### src/rtl/exc_detect.sv
// rtl/exc_detect.sv - MEM-stage exception detector with interrupt synchronizer and IDLE/WAIT/COMMIT commit FSM.
// Holds a detected exception through memory stalls and pulses cp0_en_o/flush_o for exactly one cycle.
module exc_detect (
  input  logic        clk,
  input  logic        rst,
  input  logic        mem_valid,
  input  logic [31:0] mem_pc,
  input  logic        mem_in_delayslot,
  input  logic        exc_ri,
  input  logic        exc_sys,
  input  logic        exc_bp,
  input  logic        exc_ov,
  input  logic        exc_eret,
  input  logic [31:0] mem_addr,
  input  logic        mem_ren,
  input  logic        mem_wen,
  input  logic [1:0]  mem_size,
  input  logic [5:0]  hw_int,
  input  logic        timer_int,
  input  logic [31:0] cp0_status,
  input  logic [31:0] cp0_cause,
  input  logic [31:0] cp0_epc,
  input  logic        stall_i,
  output logic [31:0] except_type_o,
  output logic        cp0_en_o,
  output logic        flush_o,
  output logic [31:0] new_pc_o,
  output logic [31:0] badvaddr_o,
  output logic [31:0] cur_pc_o,
  output logic        in_delayslot_o
);

  typedef enum logic [1:0] {S_IDLE = 2'd0, S_WAIT = 2'd1, S_COMMIT = 2'd2} state_t;

  localparam logic [31:0] EXC_VEC = 32'hBFC0_0380;
  localparam logic [31:0] T_NONE  = 32'h0;
  localparam logic [31:0] T_INT   = 32'h1;
  localparam logic [31:0] T_ADEL  = 32'h4;
  localparam logic [31:0] T_ADES  = 32'h5;
  localparam logic [31:0] T_SYS   = 32'h8;
  localparam logic [31:0] T_BP    = 32'h9;
  localparam logic [31:0] T_RI    = 32'hA;
  localparam logic [31:0] T_OV    = 32'hC;
  localparam logic [31:0] T_ERET  = 32'hE;

  state_t      state_q, state_d;
  logic [5:0]  sync1_q, sync1_d, sync2_q, sync2_d;
  logic [31:0] lat_type_q, lat_type_d, lat_pc_q, lat_pc_d;
  logic [31:0] lat_badv_q, lat_badv_d, lat_tgt_q, lat_tgt_d;
  logic        lat_ds_q, lat_ds_d;
  logic        cp0_en_q, cp0_en_d;
  logic [31:0] type_o_q, type_o_d, new_pc_o_q, new_pc_o_d;
  logic [31:0] badv_o_q, badv_o_d, cur_pc_o_q, cur_pc_o_d;
  logic        ds_o_q, ds_o_d;

  logic [5:0]  sync_hw;
  logic        int_pend, fetch_err, data_mis;
  logic [31:0] det_type, det_badv;
  logic        unused_bits;

  assign unused_bits = ^{cp0_status[31:16], cp0_status[7:2], cp0_cause[31:10], cp0_cause[7:0]};

  always_comb begin
    sync1_d   = hw_int;
    sync2_d   = sync1_q;
    sync_hw   = sync2_q | {timer_int, 5'b0};
    int_pend  = (|({sync_hw, cp0_cause[9:8]} & cp0_status[15:8])) && cp0_status[0] && !cp0_status[1];
    fetch_err = mem_pc[1:0] != 2'b00;
    data_mis  = (mem_size == 2'b01 && mem_addr[0]) || (mem_size == 2'b10 && mem_addr[1:0] != 2'b00);

    det_badv = mem_addr;
    if (int_pend)                    det_type = T_INT;
    else if (fetch_err) begin        det_type = T_ADEL; det_badv = mem_pc; end
    else if (exc_ri)                 det_type = T_RI;
    else if (exc_ov)                 det_type = T_OV;
    else if (exc_sys)                det_type = T_SYS;
    else if (exc_bp)                 det_type = T_BP;
    else if (exc_eret)               det_type = T_ERET;
    else if (data_mis && mem_ren)    det_type = T_ADEL;
    else if (data_mis && mem_wen)    det_type = T_ADES;
    else                             det_type = T_NONE;

    state_d    = state_q;
    lat_type_d = lat_type_q;
    lat_pc_d   = lat_pc_q;
    lat_ds_d   = lat_ds_q;
    lat_badv_d = lat_badv_q;
    lat_tgt_d  = lat_tgt_q;
    case (state_q)
      S_IDLE: begin
        if (mem_valid && det_type != T_NONE) begin
          lat_type_d = det_type;
          lat_pc_d   = mem_pc;
          lat_ds_d   = mem_in_delayslot;
          lat_badv_d = det_badv;
          lat_tgt_d  = (det_type == T_ERET) ? cp0_epc : EXC_VEC;
          state_d    = stall_i ? S_WAIT : S_COMMIT;
        end
      end
      S_WAIT:  if (!stall_i) state_d = S_COMMIT;
      default: state_d = S_IDLE;
    endcase

    // Outputs load on the edge entering COMMIT so they are registered for the pulse cycle.
    cp0_en_d   = (state_d == S_COMMIT);
    type_o_d   = cp0_en_d ? lat_type_d : T_NONE;
    new_pc_o_d = new_pc_o_q;
    badv_o_d   = badv_o_q;
    cur_pc_o_d = cur_pc_o_q;
    ds_o_d     = ds_o_q;
    if (cp0_en_d) begin
      new_pc_o_d = lat_tgt_d;
      cur_pc_o_d = lat_pc_d;
      ds_o_d     = lat_ds_d;
      if (lat_type_d == T_ADEL || lat_type_d == T_ADES) badv_o_d = lat_badv_d;
    end
  end

  always_ff @(posedge clk or negedge rst) begin
    if (!rst) begin
      state_q    <= S_IDLE;
      sync1_q    <= '0;
      sync2_q    <= '0;
      lat_type_q <= '0;
      lat_pc_q   <= '0;
      lat_ds_q   <= 1'b0;
      lat_badv_q <= '0;
      lat_tgt_q  <= '0;
      cp0_en_q   <= 1'b0;
      type_o_q   <= '0;
      new_pc_o_q <= '0;
      badv_o_q   <= '0;
      cur_pc_o_q <= '0;
      ds_o_q     <= 1'b0;
    end else begin
      state_q    <= state_d;
      sync1_q    <= sync1_d;
      sync2_q    <= sync2_d;
      lat_type_q <= lat_type_d;
      lat_pc_q   <= lat_pc_d;
      lat_ds_q   <= lat_ds_d;
      lat_badv_q <= lat_badv_d;
      lat_tgt_q  <= lat_tgt_d;
      cp0_en_q   <= cp0_en_d;
      type_o_q   <= type_o_d;
      new_pc_o_q <= new_pc_o_d;
      badv_o_q   <= badv_o_d;
      cur_pc_o_q <= cur_pc_o_d;
      ds_o_q     <= ds_o_d;
    end
  end

  assign except_type_o  = type_o_q;
  assign cp0_en_o       = cp0_en_q;
  assign flush_o        = cp0_en_q;
  assign new_pc_o       = new_pc_o_q;
  assign badvaddr_o     = badv_o_q;
  assign cur_pc_o       = cur_pc_o_q;
  assign in_delayslot_o = ds_o_q;

endmodule
### config.mk
export PLATFORM = sky130hd
export DESIGN_NAME = exc_detect
export DESIGN_NICKNAME = d
export VERILOG_FILES = /design/src/rtl/exc_detect.sv
export SDC_FILE = /design/constraint.sdc
export NUM_CORES = 1
export LEC_CHECK = 0
export ABC_AREA = 1
export CAP_MARGIN = 10
export CORE_UTILIZATION = 43
export CTS_BUF_LIST = sky130_fd_sc_hd__clkbuf_8 sky130_fd_sc_hd__clkbuf_16
export DETAILED_ROUTE_END_ITERATION = 10
export GPL_TIMING_DRIVEN = 0
export MAX_ROUTING_LAYER = met4
export PLACE_DENSITY = 0.76
export SYNTH_ARGS = -nofsm -noshare
export SYNTH_HDL_FRONTEND = slang
export SYNTH_SLANG_ARGS = --single-unit
### constraint.sdc
create_clock -name clk -period 2 [get_ports clk]
set_clock_uncertainty 0.1 [all_clocks]
set_input_delay 0.2 -clock clk [delete_from_list [all_inputs] [get_ports clk]]
set_output_delay 0.2 -clock clk [all_outputs]
set_load 0.01 [all_outputs]
==> metrics.csv <==
stage;metric;value;unit
setup_path;cp_slowest_cell;dfrtp_1;
run_status;violations;negative setup slack;
global_routing;grt_pass1_wl;58400;um
global_routing;grt.met1_usage;35.8;%
drt;vias;10100;
placed_design;dpl_cell_area;0.0141;mm^2
setup_path;r2r-end;badvaddr_o[29]$_DFFE_PN0P_;
finish;final_cell_count_no_fill;1918;
setup_path;crit_family;simple AND/OR/NAND/NOR gates;
drt;viasPerCell;5.24;
global_routing;grt_max_degree;101;
min_path;min_to;sync1_q[2]$_DFF_PN0_;
timing;rsz0062_at_grt;yes;
synth;yosys-top-cells-count;nand2_1, dfrtp_1, nor2_1;
clock_network;clkTransAtPathRegs;0.06;ns
die;dieArea;0.0262;mm^2
synth;synth_area_per_cell;9.37;um^2
timing;setup_violations;257;
setup_path;worstPathBufferInverterCount;3;
setup_path;crit_path_max_incr_delay;0.36;ns
finish;fin_area;0.0185;mm^2
synth;yosysUniqueCellTypes;31;
die;start_util;43.8;%
drt;wl_per_cell;20.0;um
synth;yosysTopAreaCellShare;62.1;%
finish;drive_above_1_share;29.6;%
global_routing;grt_use_total;29.7;%
flow_run;maxCapViolations;0;
finish;num-fill-cells;1631;
synth;synth_compound_area_share;11.0;%
drt;finalWirelength;38400;um
timing;holdWs;0.0127;ns
die;die_w;162;um
setup_path;cp-end-kind;flop;
finish;fin_nets;1747;
pwr;power_density;1180;mW/mm^2
finish;multi_input_area;0.00448;mm^2
min_path;hold_depth;1;
drt;postRouteAntennaNets;0;
drt;drtIter0Drc;730;
setup_path;critPathMostFrequentCell;nand2_1;
synth;yosys-mux-area-fraction;0;%
global_routing;top_usage_layer;met2;
synth;synth_fa_ha_area_share;0;%
setup_path;crit_chain;nand2_1 -> nand2_1 -> nor2_1 -> nand3b_1 -> nand2_4 -> nand2_4 -> nand3_4 -> nand2_8 -> buf_6 -> o211ai_1 -> nand2_1 -> nor2_1 -> nand3_2 -> nor2_4 -> buf_12 -> clkbuf_16 -> nand2_1 -> nand2_1;
synth;syn_nets;1355;
global_routing;use_met3;5.49;%
setup_path;r2r_start;sync2_q[3]$_DFF_PN0_;
clock_network;numCtsBuffers;30;
setup_path;r2r.worst_path.cells;18;
synth;synth_edf_count;0;
placed_design;io_buffers;259;
min_path;hp-start;hw_int[2];
synth;synth_area;0.0110;mm^2
drt;drc;0;
setup_path;cp_max_fo;7;
synth;yosysTopAreaCell;dfrtp_1;
synth;yosys-top-cells-area;dfrtp_1, nand2_1, a31oi_1;
synth;synth_top_family_by_area;simple AND/OR/NAND/NOR gates;
die;coreArea;0.0251;mm^2
synth;ys.flop_type;dfrtp_1;
finish;area_growth;68.1;%
timing;fin_crit_sh;132;%
synth;synth_most_common_cell;nand2_1;
global_routing;grt-ovfl-total;0;
finish;seq_area;0.00683;mm^2
global_routing;grtUsageMet2;49.5;%
drt;drtPass1Iterations;5;
timing;setup_slack;-0.638;ns
pwr;p_leak;8.64;nW
clock_network;cts_tree;done;
timing;tightest_slew;0.738;ns
setup_path;crit_type;reg2reg;
placed_design;place_inst;1765;
min_path;hold_path_class;in2reg;
clock_network;clock_path_buffers;3;
die;io_pins;312;
synth;yosys_warnings;0;
synth;synth-seq-area-share;62.1;%
timing;max-slew-margin-rel;50.8;%
setup_path;r2r_slack;-0.64;ns
clock_network;cts_root_buffer;clkbuf_16;
synth;synthSimpleGateAreaFrac;19.2;%
clock_network;insertion_delay;0.55;ns
die;num_rows;58;
synth;synth-seq-cells;273;
placed_design;gp_congestion;0.873;
timing;hold_viol;0;
clock_network;clock_sinks;273;
die;fp.dieH;162;um
setup_path;cp.arrival;3.01;ns
global_routing;antenna_found_initial;1;
setup_path;cp-start-kind;flop;
run_status;run_status;finished with violations;
placed_design;dpl.hpwl;22200;um
synth;synth_xor_xnor_area_share;0;%
pwr;peakVddDrop;1.07;mV
timing;max_freq;379;MHz
global_routing;grt_pass1_vias;10600;
synth;synth_cells;1174;
synth;synthArstFlopShare;100;%
setup_path;required;2.37;ns
timing;fin_crit;2.64;ns
clock_network;htree_levels;1;
timing;slew_viol_final;0;
-- worst max path at each step --
stage / startpoint / to / cells after the start
after floorplan: sync2_q[4]$_DFF_PN0_ / badvaddr_o[11]$_DFFE_PN0P_ / 16
after global placement: rst / except_type_o[13]$_DFF_PN0_ / 1
after detailed placement: mem_addr[1] / badvaddr_o[16]$_DFFE_PN0P_ / 19
after CTS: sync2_q[1]$_DFF_PN0_ / badvaddr_o[16]$_DFFE_PN0P_ / 16
after global routing: sync2_q[2]$_DFF_PN0_ / badvaddr_o[25]$_DFFE_PN0P_ / 17
final: sync2_q[3]$_DFF_PN0_ / badvaddr_o[29]$_DFFE_PN0P_ / 18
-- flip-flops by register name (all words and copies together) (netlist names) --
register and cells:
badvaddr_o 32, cur_pc_o 32, except_type_o 32, lat_badv_q 32, lat_pc_q 32, lat_tgt_q 32, lat_type_q 32, new_pc_o 32
sync1_q 6, sync2_q 6, state_q 2, cp0_en_o 1, in_delayslot_o 1, lat_ds_q 1
-- final cells by class --
class                   instances  share of cell area, %
well taps                     330                   2.23
plain buffers                  63                   5.20
repair buffers                361                   22.8
clock buffers                  39                   4.79
multi-input cells             704                   24.2
inverters                     133                   2.78
flip-flops and latches        273                   37.0
diodes                          1                 0.0135
clock inverters                14                   1.02
-- layout by cell type (no fill, tap or decap), types with 8 or more instances in the layout --
| cell | instances |
|---|---|
| dfrtp_1 | 273 |
| clkdlybuf4s50_1 | 258 |
| nand2_1 | 212 |
| inv_1 | 116 |
| nor2_1 | 80 |
| nand2_2 | 64 |
| a31oi_1 | 62 |
| clkbuf_16 | 55 |
| nand2_4 | 54 |
| o21ai_0 | 34 |
| buf_6 | 32 |
| o21bai_1 | 32 |
| buf_8 | 31 |
| nor2_2 | 30 |
| inv_2 | 20 |
| nor2_4 | 20 |
| o21ai_2 | 19 |
| nand3_2 | 18 |
| buf_12 | 17 |
| buf_4 | 17 |
| clkbuf_8 | 16 |
| buf_16 | 15 |
| nand3b_1 | 14 |
| a31oi_2 | 14 |
| o211ai_1 | 12 |
| clkbuf_2 | 8 |
| o21ai_1 | 8 |
-- per-layer routing --
metal	wire, um	vias to the layer above
li1	-	4544
met3	2330	94
met5	0	-
met1	14900	5025
met4	1540	0
met2	19600	395
-- per-stage QoR --
stage / utilization (%) / power (W) / setup slack (ns) / TNS [ns]
after floorplan: - / 0.0103 / -0.0920 / -2.67
after global placement: 55.8 / 0.0133 / -10.80 / -3141.31
after detailed placement: 56.0 / 0.0135 / -1.09 / -208.88
after CTS: 72.0 / 0.0214 / -0.513 / -79.01
after global routing: 73.6 / 0.0228 / -0.790 / -120.17
final: 73.6 / 0.0219 / -0.638 / -83.15
-- repair_timing --
action | in CTS | in global routing
pin swaps | 55 | 36
cloned | 27 | 6
endpoints found under the setup margin | 257 | 257
gates resized for setup | 522 | 59
hold buffers | 6 | 0
buffers inserted | 57 | 6
endpoints found under the hold margin | 96 | 0
-- cell families (layout without fill, tap and decap cells) --
| family | after synthesis | count (layout) |
|---|---|---|
| buffers and inverters | 198 | 610 |
| AND/OR/NAND/NOR | 510 | 511 |
| AO/OA/AOI/OAI | 193 | 193 |
| flip-flops | 273 | 273 |
| other | 0 | 1 |
-- worst register-to-register path, stage by stage (launching register included) --
cell and delay, ns:
dfrtp_1 0.36, nand2_1 0.05, nand2_1 0.05, nor2_1 0.09
nand3b_1 0.14, nand2_4 0.15, nand2_4 0.08, nand3_4 0.10
nand2_8 0.09, buf_6 0.16, o211ai_1 0.16, nand2_1 0.14
nor2_1 0.18, nand3_2 0.11, nor2_4 0.15, buf_12 0.16
clkbuf_16 0.16, nand2_1 0.05, nand2_1 0.08
-- power by group --
group	internal, W	switching, W
clock network	0.00372	0.00221
registers	0.00699	0.000919
logic	0.00434	0.00368
Power figures use the tool's default switching activity.
